$ cat src/rtl/lsu_ctrl.sv
// Multi-cycle load/store controller between execute and a req/ack data memory.
// Optional macro LSU_MISALIGN_SPLIT_EN enables misaligned and word-crossing accesses.
module lsu_ctrl #(
    parameter int TIMEOUT = 255
) (
    input  logic        clk,
    input  logic        reset_n,
    input  logic        in_valid,
    output logic        in_ready,
    input  logic [5:0]  op,
    input  logic [31:0] addr,
    input  logic [31:0] wdata,
    output logic        out_valid,
    output logic [31:0] out_data,
    output logic        out_err,
    output logic        mem_req,
    output logic [31:0] mem_addr,
    output logic [3:0]  mem_we,
    output logic [31:0] mem_wdata,
    input  logic        mem_ack,
    input  logic [31:0] mem_rdata
);

    typedef enum logic [1:0] {IDLE, ACC0, ACC1, RESP} state_t;

    localparam logic [5:0] OP_LB  = 6'd19;
    localparam logic [5:0] OP_LH  = 6'd20;
    localparam logic [5:0] OP_LW  = 6'd21;
    localparam logic [5:0] OP_LBU = 6'd22;
    localparam logic [5:0] OP_LHU = 6'd23;
    localparam logic [5:0] OP_SB  = 6'd24;
    localparam logic [5:0] OP_SH  = 6'd25;
    localparam logic [5:0] OP_SW  = 6'd26;

    localparam bit          TMO_EN   = (TIMEOUT != 0);
    localparam logic [31:0] TMO_LAST = TMO_EN ? 32'(TIMEOUT - 1) : 32'd0;

    function automatic logic [2:0] op_size(input logic [5:0] o);
        case (o)
            OP_LB, OP_LBU, OP_SB: op_size = 3'd1;
            OP_LH, OP_LHU, OP_SH: op_size = 3'd2;
            default:              op_size = 3'd4;
        endcase
    endfunction

    function automatic logic [3:0] size_mask(input logic [2:0] s);
        case (s)
            3'd1:    size_mask = 4'b0001;
            3'd2:    size_mask = 4'b0011;
            default: size_mask = 4'b1111;
        endcase
    endfunction

    // Shift the two-word window down by the byte offset, then trim and extend.
    function automatic logic [31:0] load_extract(input logic [5:0] o, input logic [1:0] off,
                                                 input logic [31:0] r0, input logic [31:0] r1);
        logic [63:0] sh;
        sh = {r1, r0} >> {off, 3'b000};
        case (o)
            OP_LB:   load_extract = {{24{sh[7]}}, sh[7:0]};
            OP_LH:   load_extract = {{16{sh[15]}}, sh[15:0]};
            OP_LBU:  load_extract = {24'd0, sh[7:0]};
            OP_LHU:  load_extract = {16'd0, sh[15:0]};
            default: load_extract = sh[31:0];
        endcase
    endfunction

    state_t      state, state_next;
    logic [5:0]  op_r;
    logic [31:0] addr_r, wdata_r, rdata0, rdata1;
    logic        err_r;
    logic        live;
    logic [31:0] cnt;

    logic [1:0]  off_r;
    logic [2:0]  size_r;
    logic        store_r;
    logic [7:0]  lane_mask;
    logic        crossing_r;
    logic        accept, bad_op, misalign, tmo_hit;

    assign off_r     = addr_r[1:0];
    assign size_r    = op_size(op_r);
    assign store_r   = (op_r >= OP_SB);
    assign lane_mask = {4'b0000, size_mask(size_r)} << off_r;
    assign accept    = in_valid && (state == IDLE);
    assign bad_op    = (op < OP_LB) || (op > OP_SW);
    assign tmo_hit   = TMO_EN && (cnt == TMO_LAST);

`ifdef LSU_MISALIGN_SPLIT_EN
    assign crossing_r = (({1'b0, off_r} + size_r) > 3'd4);
    assign misalign   = 1'b0;
`else
    assign crossing_r = 1'b0;
    assign misalign   = ((op_size(op) == 3'd2) && addr[0]) ||
                        ((op_size(op) == 3'd4) && (addr[1:0] != 2'b00));
`endif

    always_ff @(posedge clk or negedge reset_n) begin
        if (!reset_n) state <= IDLE;
        else          state <= state_next;
    end

    // Ack is checked before timeout so a same-cycle ack completes the access.
    always_comb begin
        state_next = state;
        case (state)
            IDLE: if (accept) state_next = (bad_op || misalign) ? RESP : ACC0;
            ACC0: begin
                if (mem_ack)      state_next = crossing_r ? ACC1 : RESP;
                else if (tmo_hit) state_next = RESP;
            end
            ACC1: if (live && (mem_ack || tmo_hit)) state_next = RESP;
            RESP: state_next = IDLE;
            default: state_next = IDLE;
        endcase
    end

    always_comb begin
        in_ready  = (state == IDLE);
        out_valid = (state == RESP);
        out_err   = (state == RESP) && err_r;
        out_data  = 32'd0;
        mem_req   = 1'b0;
        mem_addr  = 32'd0;
        mem_we    = 4'b0000;
        mem_wdata = 32'd0;
        case (state)
            ACC0: begin
                mem_req  = 1'b1;
                mem_addr = {addr_r[31:2], 2'b00};
                if (store_r) begin
                    mem_we    = lane_mask[3:0];
                    mem_wdata = wdata_r << {off_r, 3'b000};
                end
            end
            ACC1: begin
                mem_req  = live;
                mem_addr = {addr_r[31:2], 2'b00} + 32'd4;
                if (store_r) begin
                    mem_we    = lane_mask[7:4];
                    mem_wdata = wdata_r >> {3'd4 - {1'b0, off_r}, 3'b000};
                end
            end
            RESP: begin
                if (!err_r && !store_r) out_data = load_extract(op_r, off_r, rdata0, rdata1);
            end
            default: ;
        endcase
    end

    // Control state: error flag, ACC1 request gap and the timeout counter.
    always_ff @(posedge clk or negedge reset_n) begin
        if (!reset_n) begin
            err_r <= 1'b0;
            live  <= 1'b0;
            cnt   <= 32'd0;
        end else begin
            live <= (state == ACC1);
            if (state_next != state)     cnt <= 32'd0;
            else if (mem_req && !mem_ack) cnt <= cnt + 32'd1;
            case (state)
                IDLE: if (accept) err_r <= bad_op || misalign;
                ACC0: if (!mem_ack && tmo_hit) err_r <= 1'b1;
                ACC1: if (live && !mem_ack && tmo_hit) err_r <= 1'b1;
                default: ;
            endcase
        end
    end

    always_ff @(posedge clk) begin
        if (accept) begin
            op_r    <= op;
            addr_r  <= addr;
            wdata_r <= wdata;
        end
        if (state == ACC0 && mem_ack)         rdata0 <= mem_rdata;
        if (state == ACC1 && live && mem_ack) rdata1 <= mem_rdata;
    end

endmodule

$ cat config.mk
export PLATFORM = sky130hd
export DESIGN_NAME = lsu_ctrl
export DESIGN_NICKNAME = d
export VERILOG_FILES = /design/src/rtl/lsu_ctrl.sv
export SDC_FILE = /design/constraint.sdc
export NUM_CORES = 1
export LEC_CHECK = 0
export CAP_MARGIN = 20
export CORE_UTILIZATION = 35
export DETAILED_ROUTE_END_ITERATION = 7
export HOLD_SLACK_MARGIN = 0.15
export PLACE_DENSITY = 0.66
export SLEW_MARGIN = 20
export SYNTH_ARGS = -nofsm -noshare
export SYNTH_HDL_FRONTEND = slang
export SYNTH_SLANG_ARGS = --single-unit
$ cat constraint.sdc
create_clock -name clk -period 8.55 [get_ports clk]
set_input_delay 2.565 -clock clk [delete_from_list [all_inputs] [get_ports clk]]
set_output_delay 2.565 -clock clk [all_outputs]
set_load 0.03 [all_outputs]
# ---- Word-level counts from Yosys, hierarchy flattened
# Cells that the tools add are included.
dict set report word_totals {
  output_inout_bits 104
  wordCells 98
  ff_bits 170
  inputBits 106
}
dict set report op_classes {
  n_mux 26
  order_cmp 3
  add_sub_neg 3
  n_reduce_logical 29
  n_shift 4
  eq_ne 24
}
# op count
set op_table {}
lappend op_table {{$mux W32} 6}
lappend op_table {{$pmux W32 S2} 2}
lappend op_table {{$pmux W32 S4} 1}
lappend op_table {{$eq A6 B5 Y1 const B} 12}
lappend op_table {{$shr A64 B5 Y32} 1}
lappend op_table {{$add A32 B1 Y32 const B} 1}
lappend op_table {{$add A32 B3 Y32 const B} 1}
lappend op_table {{$eq A32 B8 Y1 const B} 1}
lappend op_table {{$shl A32 B5 Y32} 1}
lappend op_table {{$shr A32 B6 Y32} 1}
lappend op_table {{$pmux W4 S2} 2}
lappend op_table {{$logic_and A1 B1 Y1} 13}
lappend op_table {{$pmux W3 S2} 2}
lappend op_table {{$reduce_or A3 Y1} 4}
lappend op_table {{$mux W2} 5}
lappend op_table {{$mux W4} 2}
lappend op_table {{$pmux W2 S4} 1}
lappend op_table {{$shl A4 B2 Y8} 1}
lappend op_table {{$eq A3 B2 Y1 const B} 2}
lappend op_table {{$ge A6 B5 Y1 const B} 1}
lappend op_table {{$gt A6 B5 Y1 const B} 1}
lappend op_table {{$lt A6 B5 Y1 const B} 1}
lappend op_table {{$eq A2 B2 Y1 const B} 2}
lappend op_table {{$logic_or A1 B1 Y1} 4}
lappend op_table {{15 further kinds} 21}

# ---- Logic depth before layout (Yosys ltp)
dict set report logic_depth {
  word_depth 12
  mapped_depth 11
  ltp_nobuf 11
}

# ---- Worst setup path before layout
# OpenSTA, ideal clock, no wires.
dict set report synth_timing {
  path_kind {input port to flip-flop}
  startpoint {input port in_valid}
  endpoint {register cnt[10]}
  arrival_time_ps 5391
  setup_ps 123
  path_buffers 1
  path_slack_ps 3036
  path_stages 6
  required_ps 8427
  cell_sequence {and2_1 > nand2_1 > or4b_2 > o221ai_2 > buf_2 > nor3_1}
}
dict set report synth_between {
  elab_chain_len 5
  elab_cells_between_ends 6
  cone_classes {eq/ne (1); mux (3); reduce/logical (2)}
}
# item line_no
set synth_rtl {}
lappend synth_rtl {{start: declaration} 8} ;# input logic in_valid,
lappend synth_rtl {{$logic_and A1 B1 Y1 (*)} 86} ;# assign accept = in_valid && (state == IDLE);
lappend synth_rtl {{$mux W2 (*)} 108} ;# IDLE: if (accept) state_next = (bad_op || misalign) ? RESP : ACC0;
lappend synth_rtl {{$pmux W2 S4 (*)} 107} ;# case (state)
lappend synth_rtl {{$ne A2 B2 Y1 (*)} 160} ;# if (state_next != state) cnt <= 32'd0;
lappend synth_rtl {{$mux W32 / $reduce_bool A2 Y1 (equally long branches)} -}
lappend synth_rtl {{end signal: assignment} 161} ;# else if (mem_req && !mem_ack) cnt <= cnt + 32'd1;
lappend synth_rtl {{end: declaration} 73} ;# logic [31:0] cnt;
# Mark *: on every way between the ends. The rest lies on a longest branch, timed or not.
# A chain may end at the register's enable or synchronous reset.

# ---- Worst setup path in the final report
dict set report layout_timing {
  startpoint {register addr_r[0]}
  endpoint {output port mem_wdata[12]}
}
dict set report layout_between {
  elab_chain_len 4
  elab_cells_between_ends 6
  cone_classes {add/sub (1); shift (2); mux (3)}
}
# item line_no
set layout_rtl {}
lappend layout_rtl {{start: declaration} 70} ;# logic [31:0] addr_r, wdata_r, rdata0, rdata1;
lappend layout_rtl {{start signal: assignment} 174} ;# addr_r <= addr;
lappend layout_rtl {{$sub A3 B2 Y3} 142} ;# mem_wdata = wdata_r >> {3'd4 - {1'b0, off_r}, 3'b000};
lappend layout_rtl {{$shr A32 B6 Y32} 142}
lappend layout_rtl {{$mux W32} 140} ;# if (store_r) begin
lappend layout_rtl {{$pmux W32 S2 (*)} 128} ;# case (state)
lappend layout_rtl {{end: declaration} 19} ;# output logic [31:0] mem_wdata,
# Marked as above.

==> run_results.csv <==
group,metric,value,unit
layout,nets,1146,
logic_synthesis,ys.flop_type,"edfxtp_1",
logic_synthesis,synth_top_area_frac,0.402,
critical_path,crit_path_start_kind,"register",
logic_synthesis,async_flop_share,0.222,
grt,grt.overflow.total,0,
grt,track_usage,0.189,
drt,wirelength,25900,microns
floorplanning,boundaryPins,210,
logic_synthesis,synthCells,847,
run,maxCapViolCount,0,
clocking,htreeDepth,4,
layout,fin_cells,1380,
timing,drv_slew,0,
timing,setup_viol,0,
clocking,cts-resized-gates,0,
floorplanning,rows,59,
logic_synthesis,synthTopCellsByArea,"edfxtp_1 (40%), dfrtp_1 (9.6%), mux4_2 (6.7%)",
floorplanning,core_area,26200,sq um
clocking,cts_tree,"done",
critical_path,cp_max_fo,34,
floorplanning,fp.dieH,166,microns
critical_path,cp.arrival,4290,ps
layout,finish.instance_area,12300,sq um
drt,drtIter0Drc,663,
placed_design,place_congestion,0.827,
timing,rsz0062_at_grt,"no",
floorplanning,initial_core_util,0.359,
timing,fin_skew,8.87,ps
timing,fin_crit_sh,0.801,
clocking,path_clk_slew,70,ps
critical_path,cp-end-kind,"output pin",
grt,grt_antenna_before_repair,0,
critical_path,cp_top_family,"buffers and inverters",
placed_design,hpwl,17900,microns
grt,grt_max_degree,73,
floorplanning,die_w,166,microns
logic_synthesis,netlist_top_cells_count,"edfxtp_1 (126), nand2_1 (71), o21ai_0 (63)",
timing,worst_pin_slew,1150,ps
clocking,clk_latency,430,ps
drt,ant_nets,0,
clocking,numCtsBuffers,17,
timing,fmax,0.146,GHz
logic_synthesis,synth.most_common_cell,"edfxtp_1",
logic_synthesis,synth-seq-area-share,0.498,
logic_synthesis,synthesis.area,9400,sq um
drt,wl_per_cell,18.8,microns
logic_synthesis,synth.distinct_cells,63,
drt,via_per_inst,5.57,
drt,dr.pass1.iters,7,
layout,syn2layout_area_growth,31.0,%
placed_design,place_area,11800,sq um
placed_design,post-place-cells,1347,
layout,drive_above_1_share,0.0929,
logic_synthesis,syn_area_per_cell,11.1,sq um
timing,relSlewSlack,0.228,
placed_design,portBuffers,207,
logic_synthesis,synth_edf_count,126,
clocking,clockBufferDepth,2,
clocking,postCtsSetupRepairBufs,0,
clocking,cts_root_buffer,"clkbuf_16",
grt,grt_pass1_wl,41100,microns
timing,setup_tns,0,ps
drt,num_vias,7683,
logic_synthesis,synth_top_area_cell,"edfxtp_1",
critical_path,critical_path_required,5990,ps
layout,final_util,0.470,
outcome,violations,"design-rule violations",
critical_path,crit_buf_inv,4,
drt,drc,34,
clocking,cts.sinks,162,
clocking,cts_hold_buf,0,
pwr,leakage,4.21,nW
logic_synthesis,ys_ff_latch,162,
critical_path,setup.worst_path.class,"register to output pin",
outcome,status,"finished with violations",
timing,hold_viol_final,0,
pwr,pwr_density_cell,273,nW/um^2
grt,grt_pass1_vias,7491,
hold_path,holdCritPathClass,"register to register",
critical_path,max_stage_delay,870,ps
critical_path,slowest_stage,"ha_1",
pwr,vdd_drop_max,0.000176,V
critical_path,worstPathCellList,"buf_4, inv_1, ha_1, clkinv_1, o2bb2ai_1, a21oi_1, nor2_1, clkdlybuf4s50_1",
floorplanning,die-area,27500,sq um
timing,period_needed,6850,ps
logic_synthesis,synth_warnings,0,
-- stage by stage --
stage / hold slack (ps) / setup WS (ps) / power, mW
2_1_floorplan: 468 / 3040 / 2.10
3_3_place_gp: 509 / 2170 / 2.64
3_5_place_dp: 520 / 2120 / 2.65
4_1_cts: 535 / 1640 / 3.39
5_1_grt: 583 / 1270 / 3.55
6_report: 531 / 1700 / 3.36
-- layout by cell type, fill, tap and decap left out, types with 14 or more instances in the layout --
cell,Yosys,layout
nand4_1,18,18
nor2_1,51,51
a21oi_1,36,36
clkdlybuf4s50_1,0,207
dfrtp_1,36,36
xnor2_1,14,14
a22oi_1,15,15
clkbuf_16,0,17
mux2i_1,35,35
xor2_1,18,18
o21a_1,20,20
edfxtp_1,126,126
nand2_1,71,71
o21ai_0,63,63
nand3_1,23,23
nor3_1,39,39
mux4_2,28,28
-- logic make-up after synthesis --
group	share of synthesized area
and+or+nand+nor	0.164
AOI/OAI and AO/OA	0.145
DFF	0.498
muxes	0.119
buffers and inverters	0.0317
xor gates and xnor gates	0.0298
adders and majority gates	0.0120
other	0.000399
-- final timing paths --
path / from / to / slack (ps) / cells past startpoint
worst max-delay path: addr_r[0] / mem_wdata[12] / 1700 / 8
worst min-delay path: err_r / err_r / 530 / 2
worst max register to register: state[1] / cnt[19] / 5040 / 8
worst min register to register: err_r / err_r / 530 / 2
max in group asynchronous: reset_n / cnt[7] / 5620 / 2
min in group asynchronous: reset_n / cnt[21] / 2570 / 2
-- worst reg2reg max path, stage by stage, from the launching register on --
cell	delay [ps]
dfrtp_1	460
inv_1	180
ha_1	440
and2_4	850
nand2_1	170
or4b_2	690
o221ai_2	90
buf_4	370
nor3_1	120
-- cell type report --
type                       instances  area [sq um]
fill                            2391         13900
sequential                       162          4680
multi-input combinational        616          4440
timing repair buffer             220          2170
clock buffer                      18           429
tap                              335           419
clock inverter                    14           123
inverter                          14          52.6
antenna                            1          2.50
-- sequential cells by signal, indices dropped and copies added (netlist names) --
signal	cells
op_r	6
live	1
wdata_r	32
addr_r	32
rdata1	24
rdata0	32
err_r	1
cnt	32
state	2
-- metal layers --
| metal | routed length, microns | up-vias | global-route usage |
|---|---|---|---|
| li1 | - | 3638 | - |
| met1 | 11500 | 3754 | 0.251 |
| met2 | 12600 | 268 | 0.313 |
| met3 | 1500 | 23 | 0.0367 |
| met4 | 382 | 0 | 0.0589 |
| met5 | 0 | - | 0 |
-- where the power goes --
group,switching [mW],internal (mW)
sequential,0.0983,0.990
combinational,0.971,0.570
clock,0.349,0.382
total,1.42,1.94
Power figures use the tool's default switching activity.
